## src/rtl/regfile_2r1w_if.sv

```systemverilog
`default_nettype none
// regfile_2r1w_if: write, dual-read and clear-sweep signals of the 2R1W register file.
// Revision: 1.0
interface regfile_2r1w_if #(
  parameter int DATA_W = 32,
  parameter int ADDR_W = 5
);
  logic              we_;
  logic [ADDR_W-1:0] wr_addr;
  logic [DATA_W-1:0] wr_data;
  logic [ADDR_W-1:0] rd_addr0;
  logic [DATA_W-1:0] rd_data0;
  logic [ADDR_W-1:0] rd_addr1;
  logic [DATA_W-1:0] rd_data1;
  logic              clr_;
  logic              busy;
  logic              wr_err;

  modport master (
    output we_, wr_addr, wr_data, rd_addr0, rd_addr1, clr_,
    input  rd_data0, rd_data1, busy, wr_err
  );

  modport slave (
    input  we_, wr_addr, wr_data, rd_addr0, rd_addr1, clr_,
    output rd_data0, rd_data1, busy, wr_err
  );
endinterface
`default_nettype wire

```

## src/rtl/regfile_2r1w.sv

```systemverilog
`default_nettype none
// regfile_2r1w: flip-flop register file, one write and two combinational read ports,
// optional write-to-read bypass and a DEPTH-cycle hardware clear sweep. Revision: 1.0
module regfile_2r1w #(
  parameter int DATA_W = 32,
  parameter int ADDR_W = 5,
  parameter int DEPTH  = 32,
  parameter int BYPASS = 1
) (
  input  logic          clk,
  input  logic          reset_,
  regfile_2r1w_if.slave bus
);
  localparam logic [ADDR_W:0] DEPTH_EXT = (ADDR_W+1)'(DEPTH);
  localparam logic [ADDR_W:0] LAST_IDX  = (ADDR_W+1)'(DEPTH - 1);
  localparam logic [0:0]      ST_IDLE   = 1'b0;
  localparam logic [0:0]      ST_SWEEP  = 1'b1;

  logic [DATA_W-1:0] mem [DEPTH];
  logic [0:0]        state;
  logic [0:0]        state_nxt;
  logic [ADDR_W:0]   cnt;
  logic              busy;
  logic              wr_addr_ok;
  logic              write_ok;
  logic              wr_err;
  logic [ADDR_W-1:0] rd_addr [2];
  logic [DATA_W-1:0] rd_data [2];

  assign wr_addr_ok = ({1'b0, bus.wr_addr} < DEPTH_EXT);
  assign write_ok   = !bus.we_ && !busy && wr_addr_ok;

  always_ff @(posedge clk or negedge reset_) begin
    if (!reset_) begin
      state <= ST_IDLE;
    end else begin
      state <= state_nxt;
    end
  end

  // A low clr_ seen while already sweeping is ignored; the sweep never restarts.
  always_comb begin
    state_nxt = state;
    case (state)
      ST_IDLE:  if (!bus.clr_) state_nxt = ST_SWEEP;
      ST_SWEEP: if (cnt == LAST_IDX) state_nxt = ST_IDLE;
      default:  state_nxt = ST_IDLE;
    endcase
  end

  always_comb begin
    busy = 1'b0;
    if (state == ST_SWEEP) busy = 1'b1;
  end

  always_ff @(posedge clk or negedge reset_) begin
    if (!reset_) begin
      cnt <= '0;
    end else if (busy && (cnt != LAST_IDX)) begin
      cnt <= cnt + 1'b1;
    end else begin
      cnt <= '0;
    end
  end

  // Write and sweep never coincide: a write needs busy low, the sweep needs busy high.
  always_ff @(posedge clk or negedge reset_) begin
    if (!reset_) begin
      for (int i = 0; i < DEPTH; i++) mem[i] <= '0;
    end else if (busy) begin
      mem[cnt[ADDR_W-1:0]] <= '0;
    end else if (write_ok) begin
      mem[bus.wr_addr] <= bus.wr_data;
    end
  end

  always_ff @(posedge clk or negedge reset_) begin
    if (!reset_) begin
      wr_err <= 1'b0;
    end else begin
      wr_err <= !bus.we_ && (busy || !wr_addr_ok);
    end
  end

  assign rd_addr[0] = bus.rd_addr0;
  assign rd_addr[1] = bus.rd_addr1;

  for (genvar p = 0; p < 2; p++) begin : g_rd
    always_comb begin
      rd_data[p] = '0;
      if ({1'b0, rd_addr[p]} < DEPTH_EXT) rd_data[p] = mem[rd_addr[p]];
      if ((BYPASS != 0) && write_ok && (rd_addr[p] == bus.wr_addr)) rd_data[p] = bus.wr_data;
    end
  end

  assign bus.rd_data0 = rd_data[0];
  assign bus.rd_data1 = rd_data[1];
  assign bus.busy     = busy;
  assign bus.wr_err   = wr_err;
endmodule
`default_nettype wire
```

## src/flat_wrapper.sv

```systemverilog
// flat-port wrapper written by rule: the top's interface ports become plain ports
module regfile_2r1w_flat 
#(
  parameter int DATA_W = 32,
  parameter int ADDR_W = 5,
  parameter int DEPTH  = 32,
  parameter int BYPASS = 1
)
  (clk, reset_, bus_we_, bus_wr_addr, bus_wr_data, bus_rd_addr0, bus_rd_addr1, bus_clr_, bus_rd_data0, bus_rd_data1, bus_busy, bus_wr_err);
  regfile_2r1w_if #(.DATA_W(DATA_W), .ADDR_W(ADDR_W)) bus_i ();
  input  logic clk;
  input  logic reset_;
  input wire logic [$bits(bus_i.we_)-1:0] bus_we_;
  input wire logic [$bits(bus_i.wr_addr)-1:0] bus_wr_addr;
  input wire logic [$bits(bus_i.wr_data)-1:0] bus_wr_data;
  input wire logic [$bits(bus_i.rd_addr0)-1:0] bus_rd_addr0;
  input wire logic [$bits(bus_i.rd_addr1)-1:0] bus_rd_addr1;
  input wire logic [$bits(bus_i.clr_)-1:0] bus_clr_;
  output wire logic [$bits(bus_i.rd_data0)-1:0] bus_rd_data0;
  output wire logic [$bits(bus_i.rd_data1)-1:0] bus_rd_data1;
  output wire logic [$bits(bus_i.busy)-1:0] bus_busy;
  output wire logic [$bits(bus_i.wr_err)-1:0] bus_wr_err;
  assign bus_i.we_ = bus_we_;
  assign bus_i.wr_addr = bus_wr_addr;
  assign bus_i.wr_data = bus_wr_data;
  assign bus_i.rd_addr0 = bus_rd_addr0;
  assign bus_i.rd_addr1 = bus_rd_addr1;
  assign bus_i.clr_ = bus_clr_;
  assign bus_rd_data0 = bus_i.rd_data0;
  assign bus_rd_data1 = bus_i.rd_data1;
  assign bus_busy = bus_i.busy;
  assign bus_wr_err = bus_i.wr_err;
  regfile_2r1w #(.DATA_W(DATA_W), .ADDR_W(ADDR_W), .DEPTH(DEPTH), .BYPASS(BYPASS)) u_core (.clk(clk), .reset_(reset_), .bus(bus_i));
endmodule
```

## config.mk

```make
export PLATFORM = sky130hd
export DESIGN_NAME = regfile_2r1w_flat
export DESIGN_NICKNAME = d
export VERILOG_FILES = /design/src/rtl/regfile_2r1w_if.sv /design/src/rtl/regfile_2r1w.sv /design/src/flat_wrapper.sv
export SDC_FILE = /design/constraint.sdc
export NUM_CORES = 2
export LEC_CHECK = 0
export CORE_MARGIN = 10
export CORE_UTILIZATION = 52
export DETAILED_ROUTE_END_ITERATION = 8
export PLACE_DENSITY = 0.75
export SYNTH_ARGS = -nofsm -noshare
export SYNTH_HDL_FRONTEND = slang
export SYNTH_SLANG_ARGS = --single-unit
```

## constraint.sdc

```tcl
create_clock -name clk -period 3.97 [get_ports clk]
set_input_delay 0.794 -clock clk [delete_from_list [all_inputs] [get_ports clk]]
set_output_delay 0.794 -clock clk [all_outputs]
set_load 0.05 [all_outputs]
```

# [Yosys cells after proc, flatten, opt, wreduce, memory -nomap -nowiden]
# Cells that the tools add are included.
[totals] n_memories=0 ram_bits=0 out_inout_bits=66 latchBits=0 ff_bits=1032 input_bits=51 rom_bits=0
[op_classes] div=0 bitwise=7 n_reduce_logical=10 n_lt_le_gt_ge=6 shift=0 muxes=20 add_sub_neg=1 mul=0 n_eq_ne=4
[ops] cell="two-way mux 1024 bit" n=2
[ops] cell="bitwise AND 1024 bit" n=1
[ops] cell="bitwise mux 1024 bit" n=1
[ops] cell="NOT 1024 bit" n=1
[ops] cell="binary-select mux 32 bit (select 5 bit)" n=2
[ops] cell="demux 32 bit (select 5 bit)" n=2
[ops] cell="two-way mux 32 bit" n=8
[ops] cell="greater-or-equal comparator 6 bit (second input constant)" n=4
[ops] cell="NOT 5 -> 6 bit" n=4
[ops] cell="< comparator 6 x 1 -> 1 bit (second input constant)" n=2
[ops] cell="equality test 5 bit" n=2
[ops] cell="logical AND 1 bit" n=7
[ops] cell="adder 6 x 1 -> 6 bit (second input constant)" n=1
[ops] cell="equality test 6 x 5 -> 1 bit (second input constant)" n=1
[ops] cell="two-way mux 6 bit" n=1
[ops] cell="!= test 6 x 5 -> 1 bit (second input constant)" n=1
[ops] cell="two-way mux 1 bit" n=3
[ops] cell="logical NOT 1 bit" n=2
[ops] cell="one-hot mux 1 bit (2 select lines)" n=1
[ops] cell="nonzero test 2 bit" n=1
[ops] cell="NOT 1 bit" n=1

# [Longest topological paths before layout]
[depth] word_depth=8 mapped_depth=9

# [Worst setup path after synthesis]
# No wires, ideal clock.
[synth_timing] path_kind="input -> output" start="input bus_rd_addr0[2]" end="output bus_rd_data0[24]" arrival_time_ns=3.076 t_required_ns=3.176 path_slack_ns=0.100 stages=8 path_cell_list="buf_2 -> buf_4 -> buf_4 -> buf_1 -> a211oi_1 -> a211oi_1 -> nand2_1 -> o31ai_1"
[synth_between] elab_chain_cells=5 word_cells_on_any_way=7 classes_between="1 x eq/ne; 4 x mux; 1 x bitwise; 1 x reduce/logical"
[synth_lines] item="from (decl)" line="flat_wrapper.sv:16" rtl="input wire logic [$bits(bus_i.rd_addr0)-1:0] bus_rd_addr0;"
[synth_lines] item="NOT 5 -> 6 bit (implied by the code)" line="regfile_2r1w.sv:91" rtl="if ({1'b0, rd_addr[p]} < DEPTH_EXT) rd_data[p] = mem[rd_addr[p]];"
[synth_lines] item="binary-select mux 32 bit (select 5 bit)" line="regfile_2r1w.sv:91"
[synth_lines] item="two-way mux 32 bit (implied by the code) (2 in series)" line="regfile_2r1w.sv:91"
[synth_lines] item="two-way mux 32 bit *" line="regfile_2r1w.sv:92" rtl="if ((BYPASS != 0) && write_ok && (rd_addr[p] == bus.wr_addr)) rd_data[p] = bus.wr_data;"
[synth_lines] item="to (decl)" line="flat_wrapper.sv:19" rtl="output wire logic [$bits(bus_i.rd_data0)-1:0] bus_rd_data0;"
# Mark *: on every way between the ends. The rest lies on a longest branch, timed or not. The select of a mux whose other input is x is not followed.

# [Worst setup path in the final report]
[layout_timing] start="input bus_rd_addr0[0]" end="output bus_rd_data0[30]"
# Same word-level chain as after synthesis.

==> flow_summary.ini <==
[power]
power.density_nw_per_um2 = 417
ir_worst_vdd_v = 0.000384
p_clk_share_pct = 38.6
p_seq_share_pct = 42.6
leakage_nw = 29.7
power_frac_comb_pct = 18.9
p_total_mw = 26.8
swShare_pct = 30.2
intPower_mw = 18.7
p_sw_mw = 8.10

[clocking]
insertion_delay_ns = 0.72
clock_sinks = 1032
htreeDepth = 3
numCtsBuffers = 104
cts_buffer_depth = 3
cts_tree = yes
cts-root-buf = clkbuf_16
clk_pin_slew_ns = 0.06
cts_hold_repair.buffers = 0

[status]
violations = negative setup slack
outcome = finished, violations left

[sta]
rsz0062_at_grt = true
fin_skew_ns = 0.0290
hold_viol_final = 0
period_needed_ns = 4.01
whs_ns = 0.179
slew_violations = 0
relSlewSlack_pct = 12.6
fin_crit_sh_pct = 101
fmax_mhz = 249
finalSetupViolCount = 5
worst_slack_ns = -0.0420
worst_pin_slew_ns = 1.31

[worst_setup_path]
required_ns = 3.18
cp_max_fo = 18
critical_path.cell_chain = clkbuf_8 > buf_12 > mux4_2 > nand3b_1 > o2111ai_1 > nor3_1 > nor3_2 > buf_4 > buf_12
crit_path_max_incr_delay_ns = 0.57
slowest_stage = mux4_2
startpoint_type = input port
end_kind = output pin
critPathKind = in2out
worstPathArrival_ns = 3.22
crit_path_frequent_cell = buf_12

[die]
dieArea_um2 = 120000
die-height_um = 346
ios = 117
rows = 119
start_util_pct = 52.4
core_um2 = 105000
die_w_um = 346

[synthesis]
synth_top_flop_cell = dfrtp_1
synthCells = 4314
synth_top_area_share_pct = 46.8
ys_types = 61
ys_top_cells_by_area = dfrtp_1, a22o_1, mux4_2
synth_seq_area_share_pct = 46.8
yosysTopAreaCell = dfrtp_1
ys_warn_count = 0
syn_avg_cell_area_um2 = 12.8
synth_edf_count = 0
synth_area_um2 = 55200
async_reset_ff_share_pct = 100
synth_nets = 4369
ys_seq_elements = 1032

[routing]
vias_per_cell = 7.79
drt_iter0_drc = 7945
vias = 45900
drt-total-wl_um = 213000
first_pass_iters = 8
wl_per_cell_um = 36.2
drc = 0
ant_nets = 0

[placed_design]
dpl.hpwl_um = 130000
port_buffers = 116
place.gp.congestion = 0.988
place_ws_ns = -0.679

[min_path]
hp-class = in2async

[global_route]
grt_usage_pct = 34.1
grt_first_pass_wirelength_um = 310000
grt_pass1_vias = 45400
grt_max_degree = 94
grt_overflow = 0
antenna_found_initial = 3

[layout]
drive_gt1_share_pct = 34.0
syn_to_final_growth_pct = 16.6
nFillCells = 7811
final_nets = 4463

[job]
drv_cap = 0
## cell usage after synthesis, drive strengths merged (2+ instances only)
cell        n
and2       10
nand2     121
a22oi      57
a211oi     92
a21oi      33
buf       294
mux2i     120
nor3b       5
nand3       7
o31ai      23
or4         3
nand2b     48
or4b        5
ha          4
nor2       43
dfrtp    1032
o22ai     213
nor4       42
a31oi      23
mux2      425
mux4      251
a22o     1041
nand4bb     5
nand4b      2
nand3b      7
a221oi     23
xor2       10
nor3        7
inv         3
or3         3
nor2b      54
or3b        2
xnor2       4
and3        5
clkbuf    273
nand4      17
## final cells by class
| cell class | count | area, um2 | share of cell area [%] |
|---|---|---|---|
| inverter | 3 | 11.3 | 0.0175 |
| antenna | 1 | 2.50 | 0.00389 |
| sequential | 1032 | 25800 | 40.2 |
| clock inverter | 48 | 532 | 0.827 |
| timing repair buffer | 555 | 5740 | 8.93 |
| multi-input combinational | 2712 | 27500 | 42.7 |
| tap | 1391 | 1740 | 2.71 |
| clock buffer | 147 | 3000 | 4.67 |
## critical path, delay by kind of cell
kind,cells,cell delay (ns)
simple gates,3,0.60
compound gates,1,0.39
mux,1,0.57
buf+inv,4,0.82
## path summary, 6_finish.rpt
| path | slack, ns | start | endpoint | depth (start not counted) |
|---|---|---|---|---|
| min in group clk | 0.51 | u_core.mem[529] | u_core.mem[529] | 1 |
| min | 0.18 | reset_ | u_core.mem[38] | 1 |
| max reg2reg | 0.81 | u_core.state | u_core.mem[766] | 5 |
| min reg2reg | 0.51 | u_core.mem[529] | u_core.mem[529] | 1 |
| max | -0.04 | bus_rd_addr0[0] | bus_rd_data0[30] | 9 |
| max in group asynchronous | 2.65 | reset_ | u_core.mem[61] | 2 |
## power groups by stage
| stage | logic, mW | clock network (mW) | registers (mW) |
|---|---|---|---|
| after floorplan | 2.68 | 0 | 11.4 |
| after global placement | 4.72 | 0 | 11.5 |
| after detailed placement | 4.77 | 0 | 11.6 |
| after CTS | 4.84 | 10.3 | 11.4 |
| after global routing | 5.15 | 10.8 | 11.4 |
| final | 5.06 | 10.3 | 11.4 |
## per-stage QoR
| step | cell area [um2] | cells | utilization, % | setup TNS [ns] |
|---|---|---|---|---|
| 2_1_floorplan | 55200 | 4314 | - | 0 |
| 3_3_place_gp | 60000 | 5671 | 57.0 | -5.27 |
| 3_5_place_dp | 60000 | 5671 | 57.0 | -4.53 |
| 4_1_cts | 63900 | 5871 | 60.7 | -0.0246 |
| 5_1_grt | 64300 | 5888 | 61.1 | -0.0916 |
| 6_report | 64300 | 5889 | 61.1 | -0.100 |
## layout by cell type, fill, tap and decap left out, types with 37 or more instances in the layout
master / synthesis / layout
dfrtp_1: 1032 / 1032
a22o_1: 1041 / 1037
mux2i_1: 120 / 120
clkbuf_16: 0 / 105
nand2_1: 121 / 115
nor2b_1: 53 / 53
buf_12: 0 / 106
mux2_2: 425 / 425
o22ai_1: 213 / 211
nand2b_1: 48 / 48
mux4_2: 251 / 251
buf_4: 43 / 383
a211oi_1: 92 / 75
clkdlybuf4s50_1: 0 / 37
a22oi_1: 57 / 51
## metal layers
metal	routed length [um]	global-route usage [%]
met5	194	0
met4	14100	19.5
met3	35900	16.1
met2	87500	46.8
met1	75300	43.5
## cell families after synthesis
kind of cell / count (synthesis) / synth area share [%]
AO/OA/AOI/OAI: 1510 / 22.4
adder cells (fa/ha/maj): 4 / 0.0907
XOR/XNOR: 14 / 0.222
AND/OR/NAND/NOR: 388 / 4.17
multiplexers: 796 / 21.1
buffers and inverters: 570 / 5.22
flip-flops: 1032 / 46.8
## registers in the layout, summed over array words and instances, names as in the netlist
name	count
u_core.bus.wr_err	1
u_core.cnt	6
u_core.mem	1024
u_core.state	1
## timing repair
| action | 4_1_cts | 5_1_grt |
|---|---|---|
| endpoints found under the setup margin | 42 | 59 |
| gates resized for setup | 63 | 44 |
| pin swaps | 12 | 4 |
| cloned | 0 | 1 |
| setup buffers | 5 | 16 |
Note: power is estimated with default switching activity, not from simulation.
